<file path="config.mk">
export PLATFORM = sky130hd
export DESIGN_NAME = uart_receiver
export DESIGN_NICKNAME = d
export VERILOG_FILES = /design/src/rtl/uart_pkg.sv /design/src/rtl/uart_baud_tick.sv /design/src/rtl/uart_receiver.sv
export SDC_FILE = /design/constraint.sdc
export NUM_CORES = 1
export LEC_CHECK = 0
export CAP_MARGIN = 25
export CORE_MARGIN = 4
export CORE_UTILIZATION = 58
export CTS_BUF_LIST = sky130_fd_sc_hd__clkbuf_4
export CTS_CLUSTER_SIZE = 25
export DETAILED_ROUTE_END_ITERATION = 8
export GPL_TIMING_DRIVEN = 1
export PLACE_DENSITY_LB_ADDON = 0.25
export SLEW_MARGIN = 20
export SYNTH_ARGS = -nofsm -noshare
export SYNTH_HDL_FRONTEND = slang
export SYNTH_SLANG_ARGS = --single-unit
</file>
<file path="constraint.sdc">
create_clock -name clk -period 2.05 [get_ports clk]
set_input_delay 0.41 -clock clk [delete_from_list [all_inputs] [get_ports clk]]
set_output_delay 0.41 -clock clk [all_outputs]
set_load 0.05 [all_outputs]
</file>
<file path="src/rtl/uart_pkg.sv">
// uart_pkg: definitions shared by the UART receiver and transmitter.
//   uart_state_e : FSM state encoding for the serial framing engines
//   OVERSAMPLE   : sample ticks per bit period
//   SAMPLE_LO/MID/HI : sample-counter values at which the 3-sample vote is taken
//   maj3()       : 2-of-3 majority helper
package uart_pkg;

   typedef enum logic [1:0] {
      IDLE  = 2'd0,
      START = 2'd1,
      DATA  = 2'd2,
      STOP  = 2'd3
   } uart_state_e;

   localparam int OVERSAMPLE = 16;
   localparam int SAMPLE_LO  = 7;
   localparam int SAMPLE_MID = 8;
   localparam int SAMPLE_HI  = 9;

   function automatic logic maj3(input logic a, input logic b, input logic c);
      return (a & b) | (a & c) | (b & c);
   endfunction

endpackage

</file>
<file path="src/rtl/uart_baud_tick.sv">
// uart_baud_tick: free-running divider producing the 16x oversampling tick.
//   clk_i   : system clock
//   rst_ni  : asynchronous active-low reset
//   tick_o  : one-cycle pulse every DIVISOR clocks (at terminal count)
// The counter is never realigned to the line; the receiver absorbs the
// resulting phase error of up to one tick.
module uart_baud_tick #(
   parameter int DIVISOR = 27
) (
   input  logic clk_i,
   input  logic rst_ni,
   output logic tick_o
);

   localparam int CNT_W = (DIVISOR > 1) ? $clog2(DIVISOR) : 1;
   localparam logic [CNT_W-1:0] CNT_LAST = CNT_W'(DIVISOR - 1);

   logic [CNT_W-1:0] cnt_q;
   logic [CNT_W-1:0] cnt_d;
   logic             at_last;

   assign at_last = (cnt_q == CNT_LAST);
   assign cnt_d   = at_last ? '0 : cnt_q + CNT_W'(1);
   assign tick_o  = at_last;

   always_ff @(posedge clk_i or negedge rst_ni) begin
      if (!rst_ni) begin
         cnt_q <= '0;
      end else begin
         cnt_q <= cnt_d;
      end
   end

endmodule

</file>
<file path="src/rtl/uart_receiver.sv">
// uart_receiver: 8N1 serial receiver with 16x oversampling.
//   clk       : system clock
//   rst_n     : asynchronous active-low reset
//   rx        : asynchronous serial line, idles high
//   rx_data   : received byte (LSB first on the wire)
//   rx_valid  : rx_data holds an unconsumed byte
//   rx_ready  : consumer accepts the byte when rx_valid & rx_ready
//   frame_err : one-cycle pulse when the stop bit is sampled low
//   overrun   : one-cycle pulse when a byte completes while one is still held
//   busy      : high whenever the FSM is not in IDLE
module uart_receiver
   import uart_pkg::*;
#(
   parameter int DIVISOR     = 27,
   parameter int SYNC_STAGES = 2
) (
   input  logic       clk,
   input  logic       rst_n,
   input  logic       rx,
   output logic [7:0] rx_data,
   output logic       rx_valid,
   input  logic       rx_ready,
   output logic       frame_err,
   output logic       overrun,
   output logic       busy
);

   localparam logic [3:0] SC_LO   = 4'(SAMPLE_LO);
   localparam logic [3:0] SC_MID  = 4'(SAMPLE_MID);
   localparam logic [3:0] SC_HI   = 4'(SAMPLE_HI);
   localparam logic [3:0] SC_LAST = 4'(OVERSAMPLE - 1);

   logic                   tick;
   logic [SYNC_STAGES-1:0] sync_q;
   logic                   rx_s;

   uart_state_e state_q, state_d;
   logic [3:0]  sc_q, sc_d;
   logic [2:0]  bit_idx_q, bit_idx_d;
   logic [1:0]  samp_q, samp_d;
   logic [7:0]  shreg_q, shreg_d;
   logic [7:0]  data_q, data_d;
   logic        valid_q, valid_d;
   logic        armed_q, armed_d;
   logic        frame_err_q, frame_err_d;
   logic        overrun_q, overrun_d;
   logic        vote;

   uart_baud_tick #(
      .DIVISOR(DIVISOR)
   ) u_baud_tick (
      .clk_i (clk),
      .rst_ni(rst_n),
      .tick_o(tick)
   );

   // Synchroniser resets to the idle level so reset itself never looks like a start bit.
   always_ff @(posedge clk or negedge rst_n) begin
      if (!rst_n) begin
         sync_q <= '1;
      end else begin
         sync_q <= {sync_q[SYNC_STAGES-2:0], rx};
      end
   end

   assign rx_s = sync_q[SYNC_STAGES-1];

   // The third vote is the live sample at SAMPLE_HI, so the decision lands on that tick.
   assign vote = maj3(samp_q[0], samp_q[1], rx_s);

   always_comb begin
      state_d     = state_q;
      sc_d        = sc_q;
      bit_idx_d   = bit_idx_q;
      samp_d      = samp_q;
      shreg_d     = shreg_q;
      data_d      = data_q;
      valid_d     = valid_q;
      armed_d     = armed_q;
      frame_err_d = 1'b0;
      overrun_d   = 1'b0;

      if (valid_q && rx_ready) begin
         valid_d = 1'b0;
      end

      // Arming is qualified by a tick, which is always later than the
      // synchroniser flushing its reset value; a line held low through
      // reset therefore cannot arm the receiver.
      if (tick && rx_s) begin
         armed_d = 1'b1;
      end

      if (tick) begin
         if (sc_q == SC_LO) begin
            samp_d[0] = rx_s;
         end
         if (sc_q == SC_MID) begin
            samp_d[1] = rx_s;
         end
      end

      unique case (state_q)
         IDLE: begin
            sc_d = '0;
            // Level-sensitive start: a start edge that arrives while STOP is
            // still finishing is picked up as soon as IDLE is reached.
            if (armed_q && !rx_s) begin
               state_d = START;
            end
         end

         START: begin
            if (tick) begin
               sc_d = sc_q + 4'd1;
               if (sc_q == SC_HI && vote) begin
                  state_d = IDLE;
               end else if (sc_q == SC_LAST) begin
                  state_d   = DATA;
                  bit_idx_d = '0;
               end
            end
         end

         DATA: begin
            if (tick) begin
               sc_d = sc_q + 4'd1;
               if (sc_q == SC_HI) begin
                  shreg_d = {vote, shreg_q[7:1]};
               end
               if (sc_q == SC_LAST) begin
                  if (bit_idx_q == 3'd7) begin
                     state_d = STOP;
                  end else begin
                     bit_idx_d = bit_idx_q + 3'd1;
                  end
               end
            end
         end

         STOP: begin
            if (tick) begin
               sc_d = sc_q + 4'd1;
               if (sc_q == SC_HI) begin
                  state_d = IDLE;
                  if (vote) begin
                     // A same-cycle handshake frees the holding register.
                     if (!valid_q || rx_ready) begin
                        data_d  = shreg_q;
                        valid_d = 1'b1;
                     end else begin
                        overrun_d = 1'b1;
                     end
                  end else begin
                     // Disarm so a break produces a single error until the line idles high.
                     frame_err_d = 1'b1;
                     armed_d     = 1'b0;
                  end
               end
            end
         end

         default: begin
            state_d = IDLE;
         end
      endcase
   end

   always_ff @(posedge clk or negedge rst_n) begin
      if (!rst_n) begin
         state_q     <= IDLE;
         sc_q        <= '0;
         bit_idx_q   <= '0;
         samp_q      <= '0;
         shreg_q     <= '0;
         data_q      <= '0;
         valid_q     <= 1'b0;
         armed_q     <= 1'b0;
         frame_err_q <= 1'b0;
         overrun_q   <= 1'b0;
      end else begin
         state_q     <= state_d;
         sc_q        <= sc_d;
         bit_idx_q   <= bit_idx_d;
         samp_q      <= samp_d;
         shreg_q     <= shreg_d;
         data_q      <= data_d;
         valid_q     <= valid_d;
         armed_q     <= armed_d;
         frame_err_q <= frame_err_d;
         overrun_q   <= overrun_d;
      end
   end

   assign rx_data   = data_q;
   assign rx_valid  = valid_q;
   assign frame_err = frame_err_q;
   assign overrun   = overrun_q;
   assign busy      = (state_q != IDLE);

endmodule

</file>
==> flow_summary_export.csv <==
group,metric,value,unit
outcome,status,"finished, final reports clean",
cts,cts_buffer_depth,2,
route,via_per_inst,5.74,
timing,setup_viol,0,
yosys,synth-seq-cells,38,
placement,io_buffers,15,
cts,ctsRootBufferMaster,"clkbuf_4",
yosys,synth_nets,146,
cts,htree_levels,2,
timing,worstMarginPinSlew,513,ps
yosys,synth_top_cells_by_area,"dfrtp_1 54%, mux2_2 12%, ha_1 5.2%",
flow_run,maxCapViolCount,0,
final_layout,drive_gt1_share,25.6,%
yosys,syn-cell-area,0.00168,mm2
cts,cts_buffers,5,
worst_hold_path,worst_hold_path.num_cells,0,
cts,clk_pin_slew_worst_paths,120,ps
floorplanning,initial_utilization,60.9,%
route,dr.first_iter.drc_count,25,
grt,grt_first_pass_wirelength,4860,um
timing,hold_slack,376,ps
floorplanning,pin_count,16,
critical_path,critPathLaunch,"rx_data[6]",
critical_path,start_kind,"flop",
yosys,synth-async-reset-ratio,100,%
critical_path,worst-r2r-setup-slack,130,ps
route,postRouteAntennaNets,0,
floorplanning,die_width,61.8,um
grt,antenna_found_initial,0,
route,wl,2960,um
timing,period_share,94.4,%
cts,cts_setup_buffers,0,
critical_path,path_cells,"clkdlybuf4s50_1",
yosys,yosysTopAreaCell,"dfrtp_1",
critical_path,r2r.worst_path.cells,6,
critical_path,crit_type,"flop to primary output",
critical_path,slowest_stage,"clkdlybuf4s50_1",
final_layout,nets,170,
timing,finalClockSkew,5.79,ps
floorplanning,die_h,61.8,um
yosys,syn_area_per_cell,12.4,um2
timing,max_freq,0.517,GHz
timing,tns,0,ps
cts,clock_latency,340,ps
route,via_count,1096,
grt,grt_pass1_vias,1115,
critical_path,cpLargestDelayFamily,"buffers and inverters",
yosys,ys_seq_area_share,56.7,%
placement,dpl.hpwl,2160,um
route,drc_errors,0,
cts,cts_tree,"yes",
yosys,synth_edf_count,0,
final_layout,diodes,0,
floorplanning,num_rows,19,
final_layout,fin_util,71.3,%
timing,layout_min_cycle_time,1930,ps
critical_path,crit_required,1640,ps
floorplanning,dieArea,0.00382,mm2
timing,grt_setup_unrepaired,"false",
yosys,synthCells,135,
yosys,synth_ff_type,"dfrtp_1",
timing,hold_viol_final,0,
critical_path,r2r-start,"u_baud_tick.cnt_q[0]",
timing,slew_headroom,65.7,%
cts,post_cts_resized,0,
placement,gp_congestion,0.780,
timing,finalMaxSlewViolations,0,
critical_path,cp_max_fo,2,
critical_path,end_kind,"primary output",
worst_hold_path,holdCritPathClass,"flop to flop",
critical_path,arrival,1520,ps
power,peakVddDrop,0.000643,V
cts,cts_hold_buf,0,
critical_path,r2r_end,"rx_data[0]",
yosys,yosysUniqueCellTypes,34,
route,wl_per_cell,15.5,um
power,power_leakage,0.954,nW
worst_hold_path,hp-start,"sync_q[0]",
power,power_density,650,mW/mm2
power,power.total,1.28,mW
yosys,yosys_warnings,0,
grt,track_usage,18.3,%
cts,clkSinkCount,38,
final_layout,syn2layout_area_growth,17.1,%
critical_path,cp_slowest_stage_delay,810,ps
floorplanning,coreArea,0.00276,mm2
yosys,yosysTopAreaCellShare,53.6,%
worst_hold_path,hold_end,"sync_q[1]",
grt,grt-ovfl-total,0,
grt,grt_max_degree,39,
critical_path,crit_buf_inv,1,
route,firstDrtPassIters,6,
## power breakdown
group	internal, mW	switching (mW)	total [mW]
combinational	0.00718	0.0144	0.0216
sequential	0.754	0.00242	0.756
clock	0.253	0.249	0.501
## stage by stage
step / cell area (um2) / setup WS [ps] / instances
floorplan: 1680 / 187 / 135
global placement: 1890 / 80.2 / 183
detailed placement: 1890 / 31.2 / 183
CTS: 1970 / 29.8 / 191
global route: 1970 / 30.0 / 191
finish: 1970 / 115 / 191
## final cells by class
cell class / instances / area [um2]
flip-flops and latches: 38 / 953
fillers: 198 / 791
multi-input cells: 87 / 682
repair buffers: 21 / 193
clock inverters: 3 / 40.0
well taps: 31 / 38.8
clock buffers: 5 / 37.5
inverters: 6 / 22.5
## cells in the final DEF (no fill, tap or decap), drive strengths merged
cell,instances
a2111oi,1
a21oi,4
a22o,1
a31o,1
a32o,1
a32oi,2
and2,3
and3,2
and4,2
and4b,1
buf,7
bufinv,1
clkbuf,5
clkdlybuf4s50,14
clkinv,2
dfrtp,36
dfstp,2
ha,7
inv,6
maj3,1
mux2,18
mux2i,1
nand2,6
nand2b,2
nand3,1
nand3b,2
nand4,3
nor2,15
nor2b,2
nor3b,1
o21ai,4
or4,1
xnor2,2
xor2,3
## sequential cells by signal, indices dropped and copies added (netlist names), 2 cells and up, named ones only
signal             cells
bit_idx_q              3
samp_q                 2
u_baud_tick.cnt_q      5
sc_q                   4
shreg_q                8
rx_data                8
sync_q                 2
## cell families after synthesis
group / Yosys count / synth area share (%)
buf+inv: 10 / 2.75
xor+xnor: 5 / 2.61
compound gates: 14 / 5.59
simple gates: 41 / 13.8
fa+ha+maj: 8 / 5.81
mux: 19 / 12.7
flops: 38 / 56.7
## how the worst max path moves through the flow
stage | to | cells after the start
4_1_cts | rx_data[0] | 6
2_1_floorplan | rx_data[0] | 8
6_report | rx_data[6] | 1
5_1_grt | busy | 4
3_5_place_dp | rx_data[0] | 6
3_3_place_gp | rx_data[0] | 6
## Yosys cell counts (all sizes together), types with 2 or more instances
library cell  count
xor2              3
dfstp             2
a32oi             2
dfrtp            36
nor2b             2
a21oi             4
nor2             15
nand3b            2
xnor2             2
mux2             18
clkbuf            2
buf               2
o21ai             4
ha                7
nand4             3
nand2b            2
and3              2
inv               6
nand2             6
and4              2
and2              3
## routing by layer
layer / part of all wire [%] / vias to the layer above / global-route usage, % / routed length, um
met5: 0 / - / 0 / 0
met3: 4.1 / 3 / 6.20 / 122
li1: - / 517 / - / -
met4: 1.2 / 0 / 7.27 / 35
met2: 52 / 26 / 32.1 / 1530
met1: 43 / 550 / 20.2 / 1270
(Power assumes the default switching activity.)
